===== src/rtl/mux_pkg.sv =====
// Shared mode encodings for the round-robin / fixed-select arbiter mux.
package mux_pkg;
    localparam logic MODE_FIXED = 1'b0;
    localparam logic MODE_RR    = 1'b1;
endpackage


===== src/rtl/rr_pick.sv =====
// Purpose: rotating priority search; first set req bit after ptr, wrapping.
// Latency: purely combinational.
// Backpressure: none; the caller gates the grant with its own slot availability.
module rr_pick #(
    parameter  int CH = 3,
    localparam int SW = $clog2(CH)
) (
    input  logic [CH-1:0] req,
    input  logic [SW-1:0] ptr,
    output logic [SW-1:0] gnt_idx,
    output logic          gnt_any
);
    // Walk from the farthest candidate back to the nearest so the nearest one wins.
    always_comb begin
        gnt_idx = '0;
        gnt_any = 1'b0;
        for (int i = CH; i >= 1; i--) begin
            if (req[(int'(ptr) + i) % CH]) begin
                gnt_idx = SW'((int'(ptr) + i) % CH);
                gnt_any = 1'b1;
            end
        end
    end
endmodule


===== src/rtl/rr_arb_mux.sv =====
// Purpose: CH-input arbiter mux, fixed-select or round-robin, into one output register.
// Latency: 1 cycle from input transfer to out_valid.
// Backpressure: inputs accepted only when the register is empty or draining this cycle.
module rr_arb_mux
    import mux_pkg::*;
#(
    parameter  int N  = 32,
    parameter  int CH = 3,
    localparam int SW = $clog2(CH)
) (
    input  logic            clk,
    input  logic            reset,
    input  logic [CH*N-1:0] in_data,
    input  logic [CH-1:0]   in_valid,
    output logic [CH-1:0]   in_ready,
    input  logic            mode,
    input  logic [SW-1:0]   sel,
    output logic [N-1:0]    out_data,
    output logic [SW-1:0]   out_chan,
    output logic            out_valid,
    input  logic            out_ready
);
    localparam int SELW = 1 << SW;

    logic [SW-1:0]   ptr;
    logic [SW-1:0]   pick_idx;
    logic            pick_any;
    logic [SELW-1:0] vld_pad;
    logic            sel_ok;
    logic            slot_free;
    logic [SW-1:0]   gnt;
    logic            gnt_any;
    logic            take;

    rr_pick #(.CH(CH)) u_pick (
        .req     (in_valid),
        .ptr     (ptr),
        .gnt_idx (pick_idx),
        .gnt_any (pick_any)
    );

    // Padding lets sel index safely when CH is not a power of two.
    assign vld_pad   = SELW'(in_valid);
    assign sel_ok    = int'(sel) < CH;
    assign slot_free = !out_valid || out_ready;

    assign gnt     = (mode == MODE_FIXED) ? sel : pick_idx;
    assign gnt_any = (mode == MODE_RR) ? pick_any : (sel_ok && vld_pad[sel]);
    assign take    = gnt_any && slot_free && !reset;

    assign in_ready = take ? (CH'(1) << gnt) : '0;

    always_ff @(posedge clk) begin
        if (reset) begin
            out_valid <= 1'b0;
            out_data  <= '0;
            out_chan  <= '0;
            ptr       <= SW'(CH - 1);
        end else begin
            if (take) begin
                out_valid <= 1'b1;
                out_data  <= in_data[int'(gnt)*N +: N];
                out_chan  <= gnt;
                if (mode == MODE_RR) begin
                    ptr <= gnt;
                end
            end else if (out_ready) begin
                out_valid <= 1'b0;
            end
        end
    end
endmodule

===== config.mk =====
export PLATFORM = sky130hd
export DESIGN_NAME = rr_arb_mux
export DESIGN_NICKNAME = d
export VERILOG_FILES = /design/src/rtl/mux_pkg.sv /design/src/rtl/rr_pick.sv /design/src/rtl/rr_arb_mux.sv
export SDC_FILE = /design/constraint.sdc
export NUM_CORES = 1
export LEC_CHECK = 0
export CORE_UTILIZATION = 30
export DETAILED_ROUTE_END_ITERATION = 8
export PLACE_DENSITY = 0.71
export SETUP_SLACK_MARGIN = 0.05
export SLEW_MARGIN = 20
export SYNTH_ARGS = -nofsm -noshare
export SYNTH_HDL_FRONTEND = slang
export SYNTH_SLANG_ARGS = --single-unit
export TNS_END_PERCENT = 20

===== constraint.sdc =====
create_clock -name clk -period 2.4 [get_ports clk]
set_input_delay 0.36 -clock clk [delete_from_list [all_inputs] [get_ports clk]]
set_output_delay 0.36 -clock clk [all_outputs]
set_load 0.005 [all_outputs]

==> results of run 1 <==
==> sequential cells by signal, indices dropped and copies added, names as in the netlist <==
signal     count
out_valid      1
out_data      32
ptr            2
out_chan       2
==> per-stage QoR <==
step / setup slack, ns / util
2_1_floorplan: 0.0573 / -
3_3_place_gp: -0.322 / 0.561
4_1_cts: -0.150 / 0.589
5_1_grt: -0.162 / 0.600
3_5_place_dp: -0.330 / 0.561
6_report: -0.0922 / 0.600
==> critical path, stage by stage, from the launching register on <==
cell	delay, ns
dfxtp_2	0.33
buf_6	0.11
ha_4	0.17
mux2_4	0.30
mux2_4	0.27
o311ai_4	0.22
nor2_1	0.10
nand2_2	0.09
buf_6	0.11
nor2_4	0.03
buf_6	0.11
==> where the power goes <==
group / switching (mW) / internal (mW) / leakage [nW]
clock: 0.222 / 0.227 / 0.0433
sequential: 0.0565 / 0.703 / 0.306
combinational: 0.362 / 0.581 / 1.27
==> routing by layer <==
metal	vias up	GRT usage
li1	1150	-
met3	12	0.0427
met4	0	0.0596
met1	1076	0.207
met2	96	0.338
met5	-	0
==> area by class of cell <==
cell class,instances,area [um^2]
Clock buffer,6,82.6
Clock inverter,1,7.51
Fill cell,599,2780
Inverter,6,22.5
Multi-Input combinational cell,155,1410
Sequential cell,37,743
Tap cell,96,120
Timing Repair Buffer,182,1780
==> logic make-up after synthesis <==
group / after synthesis / share of synthesized area
flip-flops: 37 / 0.338
AO/OA/AOI/OAI: 82 / 0.322
AND/OR/NAND/NOR: 30 / 0.0708
multiplexers: 39 / 0.183
adder cells (fa/ha/maj): 4 / 0.0228
buffers and inverters: 23 / 0.0639
==> synthesized netlist by cell type (all sizes together) <==
| cell | count |
|---|---|
| or2 | 1 |
| o211ai | 4 |
| nor3 | 3 |
| o311a | 1 |
| mux2i | 37 |
| nand2 | 6 |
| o21a | 1 |
| a22oi | 32 |
| nand2b | 4 |
| nand3b | 3 |
| mux2 | 2 |
| o2111ai | 1 |
| a211o | 1 |
| a21oi | 2 |
| a31oi | 1 |
| clkbuf | 2 |
| a221oi | 1 |
| o21ai | 35 |
| buf | 15 |
| a211oi | 1 |
| o311ai | 1 |
| nor2b | 4 |
| o221ai | 1 |
| dfxtp | 37 |
| inv | 6 |
| ha | 4 |
| nor2 | 9 |
==> worst paths after layout <==
path	start	to	slack, ns	cells past startpoint
worst min register to register	out_data[12]$_SDFFE_PP0P_	out_data[12]$_SDFFE_PP0P_	0.48	2
worst max register to register	ptr[0]$_SDFFE_PP0P_	out_data[11]$_SDFFE_PP0P_	0.02	11
worst max-delay path	ptr[0]$_SDFFE_PP0P_	in_ready[1]	-0.09	10
worst min-delay path	out_data[12]$_SDFFE_PP0P_	out_data[12]$_SDFFE_PP0P_	0.48	2
==> repair_timing <==
item | in CTS | in global routing
endpoints found under the setup margin | 35 | 37
resized for setup | 28 | 9
setup buffers | 7 | 4
pin swaps | 4 | 4
gates cloned | 0 | 1
==> summary.txt, run 1 <==
Placement
  – Buffers added on ports: approximately 140
  – Weighted congestion reported at the end of routability-driven placement: 0.892
  – Post-Place Cell Area: 3890 um^2
  – Inst Count DP: 465
  – Half-perimeter wire length of the detailed placement result: 5.43 mm

Timing
  – Worst-case hold slack: 0.484 ns
  – Min Clock Period, post-route: between 2 and 2.5 ns
  – Crit share post-route: 1.04
  – Final Skew: 0.00507 ns
  – Fmax achieved: about 400 MHz
  – Worst slew margin relative to its limit: 0.753
  – Worst Setup Slack, final: -0.0922 ns
  – Setup repair after global routing missed its margin: true
  – Number of pins with negative max-slew slack in the final report: 0
  – Sum Neg Setup Slack: -0.109 ns
  – Final Hold Viols: 0
  – Transition time of the tightest slew-check pin: 0.370 ns
  – Final Setup Violations: 3

Clock network
  – Hold buffer count at cts: 0
  – Number of CTS-inserted buffers: 5
  – Max Root-Sink Buffers: 2
  – Root buffer cell: clkbuf_8
  – CTS sink count: 37
  – CTS H-Tree Depth: 2
  – Worst-Skew Late Latency: 0.28 ns
  – Worst-path clk slew: 0.08 ns
  – CTS tree: done

Route
  – DRT met1 WL: 2.82 mm
  – Post-DRT Antenna Nets: 0
  – Per-cell routed wire length: 14.9 um
  – Total met2 wirelength after detailed routing: 3.70 mm
  – Routed wl met3: ~570 um
  – Mean number of vias per cell: 4.83
  – Number of violations reported at the end of detailed-routing iteration 0: 43
  – Vias after detailed routing: between 2000 and 2500
  – DR DRC count: 0
  – Initial DRT Pass Iterations: 4
  – Highest routed metal layer: met4
  – Total length of routed wires: 7.20 mm

Layout
  – Commonest non-fill, non-tap cell in the layout: clkdlybuf4s50_1
  – Nets: 496
  – # diodes: 0
  – Final design area excluding fillers: 4170 um^2
  – Final std cells w/o fill: around 480
  – Top library cells by usage in the layout, fill and taps aside: clkdlybuf4s50_1 (139), mux2i_1 (36), dfxtp_1 (35)
  – Fraction of final layout cells with drive strength greater than 1: 0.271
  – Relative area change from synthesis to final layout: 90.0%

GRT
  – Aggregate global-route resource usage: 0.184
  – Number of global-route vias before repair: 2326
  – Global route total overflow: 0
  – Pin count of the biggest net entering global routing: 33
  – Initial antenna violation count: 0
  – Wire length of the first global-routing pass: 10.8 mm

Floorplan
  – Area enclosed by the die boundary: 7650 um^2
  – Core region area: slightly below 7000 um^2
  – Width of the die: between 80 and 90 um
  – Height of the chip: 87.5 um
  – Initial Utilization: 0.316
  – Number of placed I/O pins: 143
  – Std cell rows: 30

Worst setup path
  – Worst EP arrival: 2.13 ns
  – Data required time at the worst endpoint: around 2.0 ns
  – Critical path type: flop to primary output
  – Sort of element at the end of the critical path: primary output
  – Worst Path Max Fanout: 3
  – Element type at the critical path start: flop

Logic synthesis
  – Syn_nets: 324
  – Mean cell area of the mapped netlist: 10.2 um^2
  – Post-synthesis sequential area ratio: 0.338
  – Number of different library cells in the post-synthesis netlist: 34
  – Cell type contributing the most total cell area after synthesis: dfxtp_1
  – Cells taking the most area after synthesis: dfxtp_1 (34%), a22oi_2 (17%), mux2i_1 (17%), o21ai_1 (7.3%), ha_1 (2.3%)
  – Post-synthesis instance area: 2190 um^2
  – Synth warn: 0
  – Number of standard cells after synthesis: 215
  – Number of synthesized register bits: 37
  – Top-area cell type share of the netlist area: 0.338

Min path
  – Worst min-delay path class: flop to flop

Pwr
  – Total Power: 2.15 mW
  – Static power due to leakage: 1.62 nW
  – Largest vdd supply drop: 0.246 mV
  – Ratio of total power to cell area: ~520 nW/um^2

Run status
  – Failing checks: setup timing
  – Run status: complete, but fails checks

Job
  – Maximum capacitance violations: 0
No activity file was read; power rests on OpenSTA's default activity.
==> inputs of run 2 (changes only) <==
--- a/config.mk
+++ b/config.mk
@@ -6,6 +6,7 @@
 export NUM_CORES = 1
 export LEC_CHECK = 0
 export CORE_UTILIZATION = 30
+export CTS_CLUSTER_DIAMETER = 100
 export DETAILED_ROUTE_END_ITERATION = 8
 export PLACE_DENSITY = 0.71
 export SETUP_SLACK_MARGIN = 0.05
==> results of run 2 <==
The final DEF is identical to that of run 1; final timing and power are the same.
